**src/rtl/lamp_ramp_driver.sv**
```systemverilog
// -----------------------------------------------------------------------------
// lamp_ramp_driver
//
// Purpose:
//   Takes the active-lamp count from the active-lamp calculator and turns the
//   room's lamps on or off one at a time, one change every STEP_CYCLES clock
//   edges, so the room brightens and dims smoothly instead of jumping.
//   Reports busy while a ramp is in progress and pulses done for one cycle
//   when the lit-lamp count reaches the target (or a no-op target arrives).
//
// Parameters:
//   STEP_CYCLES    clock edges between successive lamp changes (1..255)
//
// Ports:
//   clk            system clock, all state changes on the rising edge
//   rst            asynchronous, active-high reset
//   active_lights  [3:0]  requested lamp count 0..15
//   target_valid   one-cycle strobe, samples active_lights as the new target
//   lamps          [14:0] thermometer lamp enables, bit i = lamp i on
//   lamp_count     [3:0]  number of lamps currently on (popcount of lamps)
//   busy           high while ramping up or down
//   done           one-cycle pulse when a ramp completes or a no-op target
//                  is accepted
//
// Optional feature:
//   LAMP_INSTANT_OFF_EN  when defined, a target of 0 switches every lamp off
//                        at the strobe edge instead of ramping down.
// -----------------------------------------------------------------------------
module lamp_ramp_driver #(
   parameter int unsigned STEP_CYCLES = 4
) (
   input  logic        clk,
   input  logic        rst,
   input  logic [3:0]  active_lights,
   input  logic        target_valid,
   output logic [14:0] lamps,
   output logic [3:0]  lamp_count,
   output logic        busy,
   output logic        done
);

   localparam logic [7:0] RELOAD = 8'(STEP_CYCLES - 1);

   typedef enum logic [1:0] {
      IDLE = 2'd0,
      UP   = 2'd1,
      DOWN = 2'd2
   } state_t;

   state_t      state, state_nxt;
   logic [3:0]  target_reg, target_nxt;
   logic [3:0]  count, count_nxt;
   logic [7:0]  prescaler, prescaler_nxt;
   logic        done_nxt;
   logic        ramping;
   logic        tick;
   logic        instant_off;

   // Thermometer decode: lamp i is lit when i is below the lit-lamp count.
   function automatic logic [14:0] therm_decode(input logic [3:0] n);
      logic [14:0] t;
      t = '0;
      for (int i = 0; i < 15; i++) begin
         t[i] = (i < int'(n));
      end
      return t;
   endfunction

   // One lamp step in the given direction, pinned at 0 and 15. The FSM only
   // moves toward a target on the far side of count, so the pins never
   // engage in normal operation; they just keep count from wrapping.
   function automatic logic [3:0] step_count(input logic [3:0] n,
                                             input logic       up);
      logic [3:0] r;
      if (up) begin
         r = (n == 4'hF) ? n : n + 4'd1;
      end else begin
         r = (n == 4'h0) ? n : n - 4'd1;
      end
      return r;
   endfunction

   assign ramping = (state != IDLE);
   assign tick    = ramping && (prescaler == 8'd0);

`ifdef LAMP_INSTANT_OFF_EN
   assign instant_off = target_valid && (active_lights == 4'd0);
`else
   assign instant_off = 1'b0;
`endif

   // State register
   always_ff @(posedge clk or posedge rst) begin
      if (rst) begin
         state <= IDLE;
      end else begin
         state <= state_nxt;
      end
   end

   // Next-state and datapath decisions. A target strobe always takes
   // priority over a step tick on the same edge: the tick is dropped and
   // the new target picks the direction.
   always_comb begin
      state_nxt     = state;
      target_nxt    = target_reg;
      count_nxt     = count;
      prescaler_nxt = prescaler;
      done_nxt      = 1'b0;

      if (instant_off) begin
         target_nxt    = 4'd0;
         count_nxt     = 4'd0;
         prescaler_nxt = RELOAD;
         state_nxt     = IDLE;
         done_nxt      = 1'b1;
      end else if (target_valid) begin
         target_nxt = active_lights;
         if (active_lights > count) begin
            state_nxt = UP;
         end else if (active_lights < count) begin
            state_nxt = DOWN;
         end else begin
            state_nxt = IDLE;
            done_nxt  = 1'b1;
         end
         // A fresh ramp starts a full step interval; a retarget mid-ramp
         // keeps the current interval running unless it just expired.
         if (!ramping || tick) begin
            prescaler_nxt = RELOAD;
         end else begin
            prescaler_nxt = prescaler - 8'd1;
         end
      end else if (ramping) begin
         if (tick) begin
            count_nxt     = step_count(count, state == UP);
            prescaler_nxt = RELOAD;
            if (count_nxt == target_reg) begin
               state_nxt = IDLE;
               done_nxt  = 1'b1;
            end
         end else begin
            prescaler_nxt = prescaler - 8'd1;
         end
      end
   end

   // Datapath registers; count is cleared asynchronously so lamps drop
   // the moment reset asserts.
   always_ff @(posedge clk or posedge rst) begin
      if (rst) begin
         target_reg <= 4'd0;
         count      <= 4'd0;
         prescaler  <= 8'd0;
         done       <= 1'b0;
      end else begin
         target_reg <= target_nxt;
         count      <= count_nxt;
         prescaler  <= prescaler_nxt;
         done       <= done_nxt;
      end
   end

   assign lamps      = therm_decode(count);
   assign lamp_count = count;
   assign busy       = ramping;

endmodule

```
**config.mk**
```make
export PLATFORM = sky130hd
export DESIGN_NAME = lamp_ramp_driver
export DESIGN_NICKNAME = d
export VERILOG_FILES = /design/src/rtl/lamp_ramp_driver.sv
export SDC_FILE = /design/constraint.sdc
export NUM_CORES = 1
export LEC_CHECK = 0
export CAP_MARGIN = 0
export CORE_ASPECT_RATIO = 0.75
export CORE_MARGIN = 5
export CORE_UTILIZATION = 40
export DETAILED_ROUTE_END_ITERATION = 10
export PLACE_DENSITY = 0.67
export SKIP_CTS_REPAIR_TIMING = 1
export SLEW_MARGIN = 20
export SYNTH_ARGS = -nofsm -noshare
export SYNTH_HDL_FRONTEND = slang
export SYNTH_SLANG_ARGS = --single-unit
```
**constraint.sdc**
```tcl
create_clock -name clk -period 2.52 [get_ports clk]
set_input_delay 0.504 -clock clk [delete_from_list [all_inputs] [get_ports clk]]
set_output_delay 0.504 -clock clk [all_outputs]
set_load 0.01 [all_outputs]
```
==> impl_results.md <==
- # setup viols final: 0
- I/O Buffers: 27
- Required @ worst endpoint: 2.02 ns
- Post-synth EDFFs: 0
- Pin count of the biggest net entering global routing: 20
- VDD IR max: 417 µV
- Crit path DAT: 1.85 ns
- Placed insts: 230
- Most common cell after layout, fill and taps aside: clkdlybuf4s50_1
- Sink Count: 19
- Leak pwr: 0.744 nW
- H-tree Lvls: 1
- FF+latch area: 479 µm²
- Final min period: about 2.4 ns
- R2R depth: 8
- Final non-filler cell total: 234
- Synth Cell Area: 1430 µm²
- Worst r2r dst: state[1]
- Initial antenna violation count: 0
- Dpl hpwl: 2.77 mm
- Row count: 18
- Grt ovf: 0
- Max reg flops: 8
- Number of I/O pins: 28
- TNS Setup: 0 ns
- ANT cells: 0
- Detailed-route wire length: roughly 3.6 mm
- Longest Clk Path Bufs: 2
- R2R Setup Slk: 0.25 ns
- Seq/Total Area, Yosys: 33.2%
- Clock Pin Slew Worst Setup and Hold Paths: 0.07 ns
- Synth Net Count: about 180
- Pre-CTS setup slack: 0.166 ns
- CTS tree: built
- Reg-to-Reg Start: lamp_count[1]
- Synthesized flop and latch total: 19
- Gpl congestion: 0.865
- FMAX: 0.424 GHz
- Clk_skew: 0.00364 ns
- Max-slew violation count: 0
- Setup crit start: lamp_count[1]
- Via Count: 1,374
- Cts bufs inserted: 3
- Root buffer cell: clkbuf_8
- Outcome: completed
- Clock Latency Late Sink: 0.26 ns
- Min setup slack post-route: 0.162 ns
- Multi-input logic area: 852 µm²
- CP Capture Point: lamps[14]
- Main synth FF type: dfrtp_1
- Fill count: roughly 320
- Yosys top cell by area: dfrtp_1
- Worst Path Max Fanout: 8
- DRC viols: 0
- Final hold violations: 0
- Slew HR: 49.1%
- Mapped Cells: between 150 and 200
- Number of global-route vias before repair: 1,273
- Hold depth: 2
- DIE WIDTH: slightly below 80 µm
- Initial DRC count: 150
- Max-cap violations: 0
- Post-synth top area share: 33.2%
- Pwr/cell area: ~1100 nW/µm²
- Layout Nets: 210
- Tcrit/Tclk final: 93.6%
- Tot Pwr: 0.00204 W
- WL/cell: approximately 15 µm
- Die height: approximately 60 µm
- CP Class: reg2out
- Area Growth Syn to Fin: 24.9%
- Starting Density: 42.4%
- Drt pass-1 iters: 4
- Share of post-route cells with drive strength above 1: 13.4%
- Top post-synthesis cells by area: dfrtp_1 (33%), ha_1 (7.0%), o21ai_0 (5.2%)
- Most frequent cells in the layout: clkdlybuf4s50_1 (27), nor2_1 (16), dfrtp_1 (16), o21ai_0 (15)
- Avg Inst Size Synth: between 8 and 9 µm²
- HP Class: reg2reg
- Critical path endpoint category: output pin
- Async SR Flop Fraction: 100%
- First-pass GRT wire length: 6.00 mm
- Die ar.: 4890 µm²
- Synthesis warning total: 0
- Antenna Violating Nets Remaining: 0
- Total GRT Usage: between 10% and 20%
- CP startpoint kind: flip-flop
- Core Region: 3380 µm²
- Slew at the pin closest to its max-slew limit: 0.762 ns
- Yosys cell types: 50
- Vias per std cell: 5.87
## cells in the mapped netlist, types with 3 or more instances
master	n
ha_1	8
buf_2	3
inv_1	11
nand3_1	7
nor2_1	16
xnor2_1	5
dfrtp_1	19
nand2_1	11
o21ai_0	15
a21oi_1	9
nor3_1	6
mux2_2	4
buf_6	3
## kinds of logic (layout without fill, tap and decap cells)
| family | count (synthesis) | in the layout | synth area share [%] |
|---|---|---|---|
| DFF | 19 | 19 | 33.2 |
| buffers and inverters | 22 | 49 | 7.94 |
| muxes | 6 | 6 | 4.54 |
| xor gates and xnor gates | 6 | 6 | 3.66 |
| adders and majority gates | 8 | 8 | 6.98 |
| and+or+nand+nor | 59 | 59 | 21.6 |
| AOI/OAI and AO/OA | 47 | 47 | 22.1 |
## per-stage QoR
stage,utilization [%],cell area [µm²],hold slack [ns]
after floorplan,-,1430,0.455
after global placement,51.2,1730,0.497
after detailed placement,51.2,1730,0.505
after CTS,52.6,1780,0.522
after global routing,53.0,1790,0.551
final,53.0,1790,0.522
## power by group
part / total, W / internal, W / switching (W)
Sequential: 0.000528 / 0.000400 / 0.000128
Combinational: 0.00130 / 0.000609 / 0.000687
Clock: 0.000216 / 0.000113 / 0.000103
Total: 0.00204 / 0.00112 / 0.000919
## metal layers
layer | vias to the layer above | track usage (%) | part of all wire (%)
met1 | 656 | 21.2 | 46
met4 | 0 | 5.39 | 1.1
li1 | 655 | - | -
met3 | 6 | 3.31 | 6.8
met2 | 57 | 25.7 | 46
met5 | - | 0 | 0
## worst min-delay path by stage
| stage | endpoint | startpoint | slack, ns |
|---|---|---|---|
| global route | prescaler[5] | prescaler[5] | 0.55 |
| floorplan | done | rst | 0.46 |
| finish | prescaler[5] | prescaler[5] | 0.52 |
| global placement | prescaler[5] | prescaler[5] | 0.50 |
| CTS | prescaler[5] | prescaler[5] | 0.52 |
| detailed placement | prescaler[5] | prescaler[5] | 0.50 |
## critical path, stage by stage, from the launching register on
cell	delay (ns)
dfrtp_2	0.45
ha_1	0.33
and3_1	0.26
clkdlybuf4s50_1	0.56
## cell type report
cell class	count	share of cell area [%]
multi-input cells	126	47.6
flip-flops and latches	19	26.8
repair buffers	33	17.6
well taps	40	2.80
inverters	12	2.73
clock buffers	4	2.52
Power figures use the tool's default switching activity.
